**config.mk**
```make
export PLATFORM = sky130hd
export DESIGN_NAME = ex_muldiv_unit
export DESIGN_NICKNAME = d
export VERILOG_FILES = /design/src/rtl/ex_muldiv_unit.sv
export SDC_FILE = /design/constraint.sdc
export NUM_CORES = 1
export LEC_CHECK = 0
export ABC_CLOCK_PERIOD_IN_PS = 4200
export CELL_PAD_IN_SITES_DETAIL_PLACEMENT = 0
export CELL_PAD_IN_SITES_GLOBAL_PLACEMENT = 1
export CORE_UTILIZATION = 30
export DETAILED_ROUTE_END_ITERATION = 8
export GPL_ROUTABILITY_DRIVEN = 1
export PLACE_DENSITY = 0.68
export SETUP_SLACK_MARGIN = 0.2
export SYNTH_ARGS = -nofsm -noshare
export SYNTH_HDL_FRONTEND = slang
export SYNTH_SLANG_ARGS = --single-unit
```
**constraint.sdc**
```tcl
create_clock -name clk_i -period 4.2 [get_ports clk_i]
set_clock_uncertainty 0.1 [all_clocks]
set_input_delay 0.84 -clock clk_i [delete_from_list [all_inputs] [get_ports clk_i]]
set_output_delay 0.84 -clock clk_i [all_outputs]
set_load 0.02 [all_outputs]
```
**src/rtl/ex_muldiv_unit.sv**
```systemverilog
`default_nettype none
// ============================================================================
// Module   : ex_muldiv_unit
// Purpose  : Iterative MULT/MULTU/DIV/DIVU unit with HI/LO and MTHI/MTLO.
// Revision : 1.0 - initial release
// ============================================================================
module ex_muldiv_unit #(
  parameter int WIDTH = 32,
  parameter int CNT_W = 5
) (
  input  logic             clk_i,
  input  logic             rst_i,
  input  logic             start_i,
  input  logic [1:0]       op_i,
  input  logic [WIDTH-1:0] rs_data_i,
  input  logic [WIDTH-1:0] rt_data_i,
  input  logic             flush_i,
  input  logic             mthi_i,
  input  logic             mtlo_i,
  output logic             stall_o,
  output logic             done_o,
  output logic [WIDTH-1:0] hi_o,
  output logic [WIDTH-1:0] lo_o
);

  typedef enum logic [1:0] {
    IDLE = 2'd0,
    CALC = 2'd1,
    SIGN = 2'd2,
    DONE = 2'd3
  } state_t;

  localparam logic [CNT_W-1:0] C_LAST = CNT_W'(WIDTH - 1);

  state_t             r_state, w_next;
  logic [CNT_W-1:0]   r_cnt;
  logic [1:0]         r_op;
  logic               r_sa, r_sb;
  logic [WIDTH-1:0]   r_a, r_b, r_hi, r_lo;
  logic [2*WIDTH-1:0] r_acc;

  logic               w_start, w_sa, w_sb, w_neg;
  logic [WIDTH-1:0]   w_mag_a, w_mag_b, w_quo, w_rem, w_res_hi, w_res_lo;
  logic [WIDTH:0]     w_add, w_rem_sh, w_diff;
  logic [2*WIDTH-1:0] w_step, w_prod;

  assign w_start = start_i & ~flush_i;
  assign w_sa    = ~op_i[0] & rs_data_i[WIDTH-1];
  assign w_sb    = ~op_i[0] & rt_data_i[WIDTH-1];
  assign w_mag_a = w_sa ? -rs_data_i : rs_data_i;
  assign w_mag_b = w_sb ? -rt_data_i : rt_data_i;

  // Multiply: shift-add into the upper half. Divide: restoring, quotient bits enter at bit 0.
  assign w_add    = {1'b0, r_acc[2*WIDTH-1:WIDTH]} + (r_acc[0] ? {1'b0, r_a} : '0);
  assign w_rem_sh = {r_acc[2*WIDTH-1:WIDTH], r_acc[WIDTH-1]};
  assign w_diff   = w_rem_sh - {1'b0, r_b};
  assign w_step   = !r_op[1] ? {w_add, r_acc[WIDTH-1:1]} :
                    w_diff[WIDTH] ? {w_rem_sh[WIDTH-1:0], r_acc[WIDTH-2:0], 1'b0} :
                                    {w_diff[WIDTH-1:0], r_acc[WIDTH-2:0], 1'b1};

  // A zero divisor keeps the all-ones quotient regardless of operand signs.
  assign w_neg    = r_sa ^ r_sb;
  assign w_prod   = w_neg ? -r_acc : r_acc;
  assign w_quo    = (w_neg && r_b != '0) ? -r_acc[WIDTH-1:0] : r_acc[WIDTH-1:0];
  assign w_rem    = r_sa ? -r_acc[2*WIDTH-1:WIDTH] : r_acc[2*WIDTH-1:WIDTH];
  assign w_res_hi = r_op[1] ? w_rem : w_prod[2*WIDTH-1:WIDTH];
  assign w_res_lo = r_op[1] ? w_quo : w_prod[WIDTH-1:0];

  // A flush releases the pipeline in the same cycle it is raised.
  always_comb begin
    w_next  = r_state;
    stall_o = 1'b0;
    case (r_state)
      IDLE: begin
        if (w_start) begin
          w_next  = CALC;
          stall_o = 1'b1;
        end
      end
      CALC: begin
        if (flush_i) begin
          w_next = IDLE;
        end else begin
          stall_o = 1'b1;
          if (r_cnt == C_LAST) w_next = SIGN;
        end
      end
      SIGN: begin
        if (flush_i) begin
          w_next = IDLE;
        end else begin
          stall_o = 1'b1;
          w_next  = DONE;
        end
      end
      default: w_next = IDLE;
    endcase
  end

  always_ff @(posedge clk_i) begin
    if (!rst_i) begin
      r_state <= IDLE;
      r_cnt   <= '0;
      r_op    <= '0;
      r_sa    <= 1'b0;
      r_sb    <= 1'b0;
      r_a     <= '0;
      r_b     <= '0;
      r_acc   <= '0;
      r_hi    <= '0;
      r_lo    <= '0;
    end else begin
      r_state <= w_next;
      case (r_state)
        IDLE: begin
          if (w_start) begin
            r_op  <= op_i;
            r_sa  <= w_sa;
            r_sb  <= w_sb;
            r_a   <= w_mag_a;
            r_b   <= w_mag_b;
            r_acc <= {{WIDTH{1'b0}}, (op_i[1] ? w_mag_a : w_mag_b)};
            r_cnt <= '0;
          end
        end
        CALC: begin
          if (!flush_i) begin
            r_acc <= w_step;
            r_cnt <= r_cnt + 1'b1;
          end
        end
        SIGN: begin
          if (!flush_i) begin
            r_hi <= w_res_hi;
            r_lo <= w_res_lo;
          end
        end
        default: ;
      endcase
      if (r_state == IDLE || r_state == DONE) begin
        if (mthi_i) r_hi <= rs_data_i;
        if (mtlo_i) r_lo <= rs_data_i;
      end
    end
  end

  assign done_o = (r_state == DONE);
  assign hi_o   = r_hi;
  assign lo_o   = r_lo;

endmodule
`default_nettype wire

```
==> run_summary.xml <==
<?xml version="1.0" encoding="UTF-8"?>
<metrics>
  <group name="logic_synthesis">
    <metric name="synth_fp_nets" unit="">2249</metric>
    <metric name="synthCells" unit="">2101</metric>
    <metric name="syn-mean-instance-area" unit="µm²">7.45</metric>
    <metric name="synth.ff_latch_count" unit="">202</metric>
    <metric name="ys_async_sr_fraction" unit="">0</metric>
    <metric name="ys_warn_count" unit="">0</metric>
    <metric name="count_of_different_cell_masters_after_synthesis" unit="">85</metric>
    <metric name="synth_enable_flop_cells" unit="">0</metric>
    <metric name="ys_dominant_reg_cell" unit="">dfxtp_1</metric>
    <metric name="mappedNetlistArea" unit="mm²">0.0156</metric>
    <metric name="synth_seq_area_share" unit="">0.258</metric>
  </group>
  <group name="critical_path">
    <metric name="worst-r2r-cell-count" unit="">12</metric>
    <metric name="cp_max_fo" unit="">21</metric>
    <metric name="worstSetupStartpointType" unit="">register</metric>
    <metric name="setup.reg_to_reg.worst_slack" unit="ps">490</metric>
    <metric name="timing.critical_path.required" unit="ps">4570</metric>
    <metric name="crit-reg2reg-capture" unit="">r_acc[61]$_SDFFE_PN0P_</metric>
    <metric name="criticalPathCategory" unit="">register to register</metric>
    <metric name="signal_arrival_time_at_the_worst_endpoint" unit="ps">4080</metric>
    <metric name="rr_startpoint" unit="">r_acc[0]$_SDFFE_PN0P_</metric>
    <metric name="category_of_the_worst_setup_path_capture_point" unit="">register</metric>
  </group>
  <group name="route">
    <metric name="detailedRoute.firstIterationViolations" unit="">1588</metric>
    <metric name="routedWlPerCell" unit="µm">22.7</metric>
    <metric name="dr_total_vias" unit="">16300</metric>
    <metric name="antenna_left" unit="">0</metric>
    <metric name="route.detailed.drc" unit="">0</metric>
    <metric name="drt_wl_total" unit="mm">66.3</metric>
    <metric name="drt_first_pass_iters" unit="">6</metric>
    <metric name="vias_per_cell" unit="">5.59</metric>
  </group>
  <group name="final_layout">
    <metric name="finish.net_count" unit="">2362</metric>
    <metric name="nFillCells" unit="">5423</metric>
    <metric name="drive_above_1_share" unit="">0.0949</metric>
    <metric name="fin_cells" unit="">2916</metric>
    <metric name="multi_input_gate_area_in_the_final_layout" unit="mm²">0.0108</metric>
    <metric name="register_area" unit="mm²">0.00405</metric>
    <metric name="layout_commonest_cell" unit="">nor2_1</metric>
    <metric name="layout-area-overhead-vs-synth" unit="%">21.3</metric>
    <metric name="layout.cells.most_common_list" unit="">nor2_1, a21oi_1, dfxtp_1</metric>
  </group>
  <group name="clock_tree">
    <metric name="tritoncts_clock_tree" unit="">yes</metric>
    <metric name="postCtsHoldBufs" unit="">0</metric>
    <metric name="worst_skew_pair.late_latency" unit="ps">550</metric>
    <metric name="cts_htree_levels" unit="">1</metric>
    <metric name="postCtsSetupRepairBufs" unit="">0</metric>
    <metric name="cts_buffer_depth" unit="">3</metric>
    <metric name="clk_root_buffer_cell" unit="">clkbuf_16</metric>
    <metric name="cts.sinks" unit="">202</metric>
    <metric name="post_cts.resized_instances" unit="">0</metric>
    <metric name="cts-buffers-inserted" unit="">27</metric>
    <metric name="clkSlewWorstSetupHoldPaths" unit="ps">60</metric>
  </group>
  <group name="power">
    <metric name="power.share.clock" unit="">0.319</metric>
    <metric name="power_density" unit="mW/mm²">410</metric>
    <metric name="share_of_power_burned_in_registers" unit="">0.314</metric>
    <metric name="swShare" unit="">0.384</metric>
    <metric name="leakage" unit="nW">7.32</metric>
    <metric name="combinationalPowerShare" unit="">0.368</metric>
    <metric name="vdd_drop_max" unit="mV">0.335</metric>
    <metric name="p_int" unit="mW">4.79</metric>
    <metric name="netSwitchingPower" unit="mW">2.99</metric>
  </group>
  <group name="worst_hold_path">
    <metric name="hp-class" unit="">register to register</metric>
    <metric name="hold_path.startpoint" unit="">r_a[0]$_SDFFE_PN0P_</metric>
    <metric name="whs_endpoint" unit="">r_a[0]$_SDFFE_PN0P_</metric>
    <metric name="hold-path-cell-count" unit="">2</metric>
  </group>
  <group name="global_routing">
    <metric name="grt_overflow" unit="">0</metric>
    <metric name="grt_pass1_wl" unit="mm">96.7</metric>
    <metric name="grt_antenna_before_repair" unit="">2</metric>
    <metric name="grt_use_total" unit="">0.240</metric>
    <metric name="grt_start_max_net_pins" unit="">122</metric>
    <metric name="first_global_vias" unit="">15300</metric>
  </group>
  <group name="sta">
    <metric name="grt_setup_unrepaired" unit="">false</metric>
    <metric name="hold_viol" unit="">0</metric>
    <metric name="fin_crit_sh" unit="">0.884</metric>
    <metric name="fin_tns_setup" unit="ps">0</metric>
    <metric name="clock.fmax" unit="MHz">269</metric>
    <metric name="max_slew.worst_pin.slew" unit="ps">995</metric>
    <metric name="minimum_clock_period" unit="ps">3710</metric>
    <metric name="setup_viol" unit="">0</metric>
    <metric name="finalMaxSlewViolations" unit="">0</metric>
    <metric name="headroom_to_the_max_slew_limit" unit="">0.334</metric>
  </group>
  <group name="floorplan">
    <metric name="core_region_area" unit="mm²">0.0514</metric>
    <metric name="top_level_ports" unit="">138</metric>
    <metric name="die_width" unit="µm">230</metric>
    <metric name="floorplan.die_area" unit="mm²">0.0531</metric>
    <metric name="floorplan.initialDensity" unit="">0.304</metric>
    <metric name="floorplan.die.height" unit="µm">230</metric>
    <metric name="fp-row-count" unit="">83</metric>
  </group>
  <group name="status">
    <metric name="run_status" unit="">complete, no violations</metric>
  </group>
  <group name="flow_run">
    <metric name="cap_violations" unit="">0</metric>
  </group>
  <group name="place">
    <metric name="place_congestion" unit="">0.968</metric>
    <metric name="io_buffers" unit="">137</metric>
    <metric name="hpwl" unit="mm">52.4</metric>
    <metric name="dp.cells" unit="">2865</metric>
  </group>
</metrics>
==> worst max-delay path by stage <==
stage / to / slack [ps] / from / cells after the start
detailed placement: r_acc[29]$_SDFFE_PN0P_ / 240 / rt_data_i[15] / 10
floorplan: r_acc[61]$_SDFFE_PN0P_ / 870 / r_acc[0]$_SDFFE_PN0P_ / 15
global placement: r_acc[25]$_SDFFE_PN0P_ / 220 / rs_data_i[9] / 11
finish: r_acc[61]$_SDFFE_PN0P_ / 490 / r_acc[0]$_SDFFE_PN0P_ / 12
global route: r_acc[61]$_SDFFE_PN0P_ / 220 / r_acc[0]$_SDFFE_PN0P_ / 12
CTS: r_acc[61]$_SDFFE_PN0P_ / 510 / r_acc[0]$_SDFFE_PN0P_ / 12
==> critical path, stage by stage, from the launching register on <==
cell      delay, ps
dfxtp_1         570
buf_4           290
and2_1          170
ha_1            300
a21o_1          220
o21a_1          180
a311o_1         390
a22oi_1         200
o211ai_1        160
nor3_1          200
mux2_2          360
a31o_2          240
a311oi_1        220
==> metrics by stage <==
step / utilization / power [mW] / setup slack (ps) / instance area [µm²] / hold WS, ps
after global placement: 0.351 / 5.27 / 219 / 18000 / 346
after floorplan: - / 4.24 / 867 / 15600 / 332
after CTS: 0.369 / 7.76 / 513 / 19000 / 352
final: 0.369 / 7.78 / 488 / 19000 / 352
after global routing: 0.369 / 8.13 / 222 / 19000 / 373
after detailed placement: 0.351 / 5.29 / 245 / 18000 / 345
==> area by class of cell <==
class,count,share of cell area
Multi-Input combinational cell,1682,0.567
Sequential cell,202,0.213
Timing Repair Buffer,229,0.110
Tap cell,680,0.0448
Clock buffer,34,0.0402
Inverter,72,0.0144
Clock inverter,15,0.00996
Antenna cell,2,0.000264
==> per-layer routing <==
layer | global-route usage | routed length [µm]
met3 | 0.0241 | 3450
met5 | 0 | 0
met1 | 0.312 | 28500
met4 | 0.0921 | 2630
met2 | 0.408 | 31700
==> synth_stat cells, types with 13 or more instances <==
library cell | number | area share
a211oi_1 | 125 | 0.060
a21o_1 | 23 | 0.011
a21oi_1 | 229 | 0.073
a31oi_1 | 26 | 0.010
and2_1 | 41 | 0.016
clkbuf_1 | 128 | 0.031
dfxtp_1 | 202 | 0.26
ha_1 | 74 | 0.059
inv_1 | 71 | 0.017
mux2_2 | 26 | 0.019
mux2i_1 | 23 | 0.015
nand2_1 | 143 | 0.034
nand2b_1 | 22 | 0.0088
nand3_1 | 40 | 0.013
nor2_1 | 266 | 0.064
nor2b_1 | 18 | 0.0072
nor3_1 | 51 | 0.016
nor4_1 | 16 | 0.0064
o211ai_1 | 19 | 0.0091
o21a_1 | 14 | 0.0067
o21ai_0 | 131 | 0.042
or3_1 | 22 | 0.0088
or4_1 | 13 | 0.0062
xnor2_1 | 86 | 0.048
xor2_1 | 80 | 0.045
==> registers in the layout, indices dropped and copies added, names as in the netlist <==
register,cells
r_b,32
r_acc,64
r_sb,1
r_a,32
hi_o,32
lo_o,32
r_sa,1
r_cnt,5
r_op,1
r_state,2
==> power by group through the flow <==
stage	Combinational, mW	Clock, mW	Sequential, mW
after floorplan	1.78	0	2.46
after global placement	2.80	0	2.47
after detailed placement	2.82	0	2.47
after CTS	2.83	2.50	2.43
after global routing	3.09	2.58	2.46
final	2.86	2.48	2.44
==> cells by family (layout without fill, tap and decap cells) <==
kind of cell,count (synthesis),in the layout,synth area share
other cells,0,2,0
compound gates,692,692,0.281
fa+ha+maj,76,76,0.0617
mux,49,49,0.0334
simple gates,699,699,0.216
xor+xnor,166,166,0.0929
buf+inv,217,350,0.0563
flops,202,202,0.258
Power figures use the tool's default switching activity.
